<file path="src/rtl/comb_y1_if.sv">
// comb_y1_if: function inputs A/B/C and registered Y status outputs of comb_y1
interface comb_y1_if #(parameter int COUNT_W = 8);
    logic A, B, C;
    logic Y, y_rise, y_fall;
    logic [COUNT_W-1:0] y_count;
    modport master(output A, B, C, input Y, y_rise, y_fall, y_count);
    modport slave(input A, B, C, output Y, y_rise, y_fall, y_count);
endinterface

</file>
<file path="src/rtl/comb_y1.sv">
// comb_y1: registered 3-input truth-table unit with edge pulses and saturating high-count
module comb_y1 #(
    parameter logic [7:0] TT      = 8'b1110_1000,
    parameter int         COUNT_W = 8
) (
    input logic   clk,
    input logic   rst_n,
    comb_y1_if.slave bus
);
    logic y_next;
    // look up the next output in the truth table, A is the index MSB
    always_comb y_next = TT[{bus.A, bus.B, bus.C}];
    // register Y, its edge pulses and the saturating count of high cycles
    always_ff @(posedge clk) begin
        if (!rst_n) begin
            bus.Y       <= 1'b0;
            bus.y_rise  <= 1'b0;
            bus.y_fall  <= 1'b0;
            bus.y_count <= '0;
        end else begin
            bus.Y      <= y_next;
            bus.y_rise <= y_next & ~bus.Y;
            bus.y_fall <= ~y_next & bus.Y;
            if (y_next && !(&bus.y_count)) bus.y_count <= bus.y_count + COUNT_W'(1);
        end
    end
endmodule

</file>
<file path="src/flat_wrapper.sv">
// flat-port wrapper written by rule: the top's interface ports become plain ports
module comb_y1_flat 
#(
    parameter logic [7:0] TT      = 8'b1110_1000,
    parameter int         COUNT_W = 8
)
  (clk, rst_n, bus_A, bus_B, bus_C, bus_Y, bus_y_rise, bus_y_fall, bus_y_count);
  comb_y1_if #(.COUNT_W(COUNT_W)) bus_i ();
  input logic clk;
  input logic rst_n;
  input wire logic [$bits(bus_i.A)-1:0] bus_A;
  input wire logic [$bits(bus_i.B)-1:0] bus_B;
  input wire logic [$bits(bus_i.C)-1:0] bus_C;
  output wire logic [$bits(bus_i.Y)-1:0] bus_Y;
  output wire logic [$bits(bus_i.y_rise)-1:0] bus_y_rise;
  output wire logic [$bits(bus_i.y_fall)-1:0] bus_y_fall;
  output wire logic [$bits(bus_i.y_count)-1:0] bus_y_count;
  assign bus_i.A = bus_A;
  assign bus_i.B = bus_B;
  assign bus_i.C = bus_C;
  assign bus_Y = bus_i.Y;
  assign bus_y_rise = bus_i.y_rise;
  assign bus_y_fall = bus_i.y_fall;
  assign bus_y_count = bus_i.y_count;
  comb_y1 #(.TT(TT), .COUNT_W(COUNT_W)) u_core (.clk(clk), .rst_n(rst_n), .bus(bus_i));
endmodule
</file>
<file path="config.mk">
export PLATFORM = sky130hd
export DESIGN_NAME = comb_y1_flat
export DESIGN_NICKNAME = d
export VERILOG_FILES = /design/src/rtl/comb_y1_if.sv /design/src/rtl/comb_y1.sv /design/src/flat_wrapper.sv
export SDC_FILE = /design/constraint.sdc
export NUM_CORES = 1
export LEC_CHECK = 0
export ABC_AREA = 1
export CAP_MARGIN = 20
export CORE_MARGIN = 2
export CORE_UTILIZATION = 45
export CTS_CLUSTER_SIZE = 20
export DETAILED_ROUTE_END_ITERATION = 16
export PLACE_DENSITY = 0.72
export SYNTH_ARGS = -nofsm -noshare
export SYNTH_HDL_FRONTEND = slang
export SYNTH_SLANG_ARGS = --single-unit
</file>
<file path="constraint.sdc">
create_clock -name clk -period 1.3 [get_ports clk]
set_input_delay 0.26 -clock clk [delete_from_list [all_inputs] [get_ports clk]]
set_output_delay 0.26 -clock clk [all_outputs]
set_load 0.05 [all_outputs]
</file>
Word level (Yosys, flattened, before mapping)
Memory sizes are Yosys's and may differ from the RTL's.
Cells that the tools add are included.
{"block": "word_totals", "register_bits": 11, "rom_bits": 8, "out_inout_bits": 11, "mem_count": 1}
{"block": "op_classes", "n_addsub": 1, "order_cmp": 1, "n_mux": 1, "n_bitwise": 4, "reduce_logical": 3}
{"memory": "(no name shown)", "depth": 8, "width": 1, "read_ports": 1, "rd_clocked_by_memory_dff": 0, "wr": 0, "line": "comb_y1.sv:12", "source": "always_comb y_next = TT[{bus.A, bus.B, bus.C}];"}
{"operator": "$add 8x1->8 const B", "n": 1}
{"operator": "$reduce_and 8->1", "n": 1}
{"operator": "$lt 3x4->1 const B", "n": 1}
{"operator": "$and 1x1->1", "n": 2}
{"operator": "$not 1->1", "n": 2}
{"operator": "$logic_and 1x1->1", "n": 1}
{"operator": "$logic_not 1->1", "n": 1}
{"operator": "$mux 1", "n": 1}

Longest topological paths before layout
{"block": "logic_depth", "word_depth": 4, "mapped_depth": 8, "ltp_nobuf": 8}

Least setup slack after synthesis
OpenSTA, ideal clock, no wires.
{"block": "synth_timing", "path_type": "register -> register", "from": "register u_core.bus.y_count[1]", "to": "register u_core.bus.y_count[4]", "setup_time_ns": 0.117, "arrival_time_ns": 1.499, "required_ns": 1.183, "slack_ns": -0.316, "stages_incl_launch_ff": 9, "path_buffers": 0, "period_less_slack_ns": 1.616, "cell_sequence": "dfxtp_1 > ha_1 > nand2_2 > inv_1 > nand2_1 > nor2_1 > nand3_1 > nand2_1 > nor2_1"}
{"block": "synth_between", "elab_chain_cells": 3, "elab_cells_between_ends": 4, "classes_between": "1 x add/sub; 3 x reduce/logical"}
{"element": "start: declaration", "line": "comb_y1_if.sv:7", "source": "modport slave(input A, B, C, output Y, y_rise, y_fall, y_count);"}
{"element": "start signal: assignment", "line": "comb_y1.sv:24", "source": "if (y_next && !(&bus.y_count)) bus.y_count <= bus.y_count + COUNT_W'(1);"}
{"element": "branches (longest 3 deep; another with $add 8x1->8)"}
Several ways; the timed one is not identified.
A chain may end at the register's enable or synchronous reset.

Worst setup path in the final report
{"block": "layout_timing", "from": "register u_core.bus.y_count[0]", "to": "register u_core.bus.y_count[0]"}
The elaborated chain is that of the path after synthesis.

==> flow_summary_export.csv <==
group,metric,value,unit
yosys,syn_nets,93,
worst_hold_path,hp-class,"reg2reg",
sta,fmax,0.836,GHz
routing,drc,0,
routing,wl_per_cell,9.67,um
setup_path,worst-setup-path-type,"reg2reg",
pwr,ir_drop,0.619,mV
floorplanning,dieArea,0.00164,mm^2
floorplanning,coreArea,0.00127,mm^2
placed_design,placement.io_buffers,15,
clock_network,cts.sinks,11,
finish,final_common_cell,"nor2_1",
setup_path,cp_data_arrival_time,1370,ps
floorplanning,rows,13,
setup_path,max_stage_delay,370,ps
floorplanning,die_h,40.5,um
sta,fin_ws,104,ps
yosys,ys_types,17,
finish,final_cells,124,
finish,antenna_cells,0,
floorplanning,ios,16,
finish,utilization,75.8,%
worst_hold_path,min_path_cells,2,
pwr,leakagePower,0.407,nW
clock_network,cts_hold_buf,0,
sta,min_period_over_period,92.0,%
placed_design,post-place-ws,-169,ps
routing,ant_nets,0,
clock_network,numCtsBuffers,3,
setup_path,crit_chain,"ha_4, nand2_2, nor2_4, nand2_4, nand2_4, inv_2, nor2_1, nor2_1",
setup_path,r2r_cells,8,
setup_path,critPathRequiredTime,1470,ps
finish,drive_gt1_share,39.4,%
routing,via_per_inst,4.75,
routing,first_pass_iters,4,
global_routing,grt_pass1_vias,521,
clock_network,cts_buffer_depth,2,
global_routing,grt_max_degree,10,
routing,drt_wl_total,1.20,mm
floorplanning,die_x,40.5,um
finish,layout_common_cells,"19 x nor2_1, 16 x nand2_1, 11 x buf_12",
sta,setup-tns-final,0,ps
yosys,yosys.area.top_type,"dfxtp_1",
sta,hold_viol_final,0,
sta,min_period,1200,ps
sta,drv_slew,0,
yosys,synth_area_per_cell,6.90,um^2
clock_network,clk_pin_slew,70,ps
routing,drtIter0Drc,6,
yosys,yosysTopAreaCellShare,36.7,%
setup_path,cp_slowest_cell,"dfxtp_4",
clock_network,htreeDepth,1,
pwr,power.density,837,mW/mm^2
clock_network,cts_root_buf,"clkbuf_4",
finish,final_nets,116,
global_routing,antenna_found_initial,0,
sta,hold_slack,501,ps
sta,slew_headroom,87.6,%
yosys,yosysSeqAreaShare,36.7,%
clock_network,cts_tree,"done",
yosys,synth_cells,87,
yosys,netlist_area,601,um^2
placed_design,dp.cells,117,
yosys,yosysWarnings,0,
yosys,ys_ff_latch,11,
sta,grt_setup_unrepaired,"no",
clock_network,insertion_delay,270,ps
global_routing,grt-ovfl-total,0,
placed_design,gp_congestion,0.846,
setup_path,critPathCaptureType,"flop",
floorplanning,initial_core_util,47.3,%
global_routing,grt_pass1_wl,2.10,mm
sta,max_slew.worst_pin.slew,186,ps
sta,setup-violations-final,0,
sta,fin_worst_skew,3.95,ps
setup_path,worstSetupStartpointType,"flop",
run_status,status,"finished, final reports clean",
finish,fill_cells,97,
routing,via_count,589,
finish,area_growth_syn_to_layout,60.2,%
yosys,synthTopCellsByArea,"dfxtp_1 37%, nor2_1 13%, nand2_1 10%",
job,drv_cap,0,
global_routing,gr-usage-all-layers,19.7,%
setup_path,path_max_fanout,8,
placed_design,hpwl,920,um
-- worst paths after layout --
kind | start | endpoint | slack, ps
max | u_core.bus.y_count[0]$_SDFFE_PN0P_ | u_core.bus.y_count[0]$_SDFFE_PN0P_ | 100
min | u_core.bus.Y$_SDFF_PN0_ | u_core.bus.y_fall$_SDFF_PN0_ | 500
max reg2reg | u_core.bus.y_count[0]$_SDFFE_PN0P_ | u_core.bus.y_count[0]$_SDFFE_PN0P_ | 100
min reg2reg | u_core.bus.Y$_SDFF_PN0_ | u_core.bus.y_fall$_SDFF_PN0_ | 500
-- repair_timing --
item / CTS / global route
setup buffers: 0 / 3
setup endpoints to repair: 1 / 7
gates resized for setup: 1 / 5
gates cloned: 0 / 0
-- Yosys cell counts (all sizes together) --
cell   instances
nand2         23
buf            1
nand3          5
o21ai          3
nor2          24
dfxtp         11
a21oi          5
nor3           2
inv           12
ha             1
-- registers in the layout, indices dropped and copies added, names as in the netlist --
register            count
u_core.bus.y_fall       1
u_core.bus.y_rise       1
u_core.bus.y_count      8
u_core.bus.Y            1
-- power by group --
group	leakage, nW	internal (W)	switching (W)
registers	0.0940	0.000350	0.0000157
clock network	0.0150	0.000119	0.000122
logic	0.298	0.0000954	0.000103
-- worst max-delay path, delay by kind of cell (launching register included) --
kind                       cells  cell delay, ps
and+or+nand+nor                6             540
DFF                            1             370
adders and majority gates      1             140
buffers and inverters          1              40
-- cell families (layout without fill, tap and decap cells) --
| logic type | count (synthesis) | in the layout | synth area share (%) |
|---|---|---|---|
| and+or+nand+nor | 54 | 54 | 42.7 |
| buffers and inverters | 13 | 35 | 9.37 |
| DFF | 11 | 11 | 36.7 |
| AOI/OAI and AO/OA | 8 | 8 | 9.17 |
| adders and majority gates | 1 | 1 | 2.08 |
-- per-layer routing --
layer | track usage, % | wire, um
met2 | 28.2 | 544
met3 | 7.22 | 61
met1 | 25.5 | 563
met5 | 0 | 0
met4 | 10.0 | 29
-- per-stage QoR --
stage	area, um^2	power (W)
2_1_floorplan	616	0.000470
3_3_place_gp	891	0.000548
3_5_place_dp	891	0.000551
4_1_cts	920	0.000788
5_1_grt	962	0.000838
6_report	962	0.000806
-- layout make-up --
class | instances | area, um^2 | area share [%]
Timing Repair Buffer | 19 | 290 | 30.2
Sequential cell | 11 | 235 | 24.4
Tap cell | 15 | 18.8 | 1.95
Clock buffer | 4 | 26.3 | 2.73
Multi-Input combinational cell | 63 | 347 | 36.0
Inverter | 12 | 45.0 | 4.68
Power figures use the tool's default switching activity.
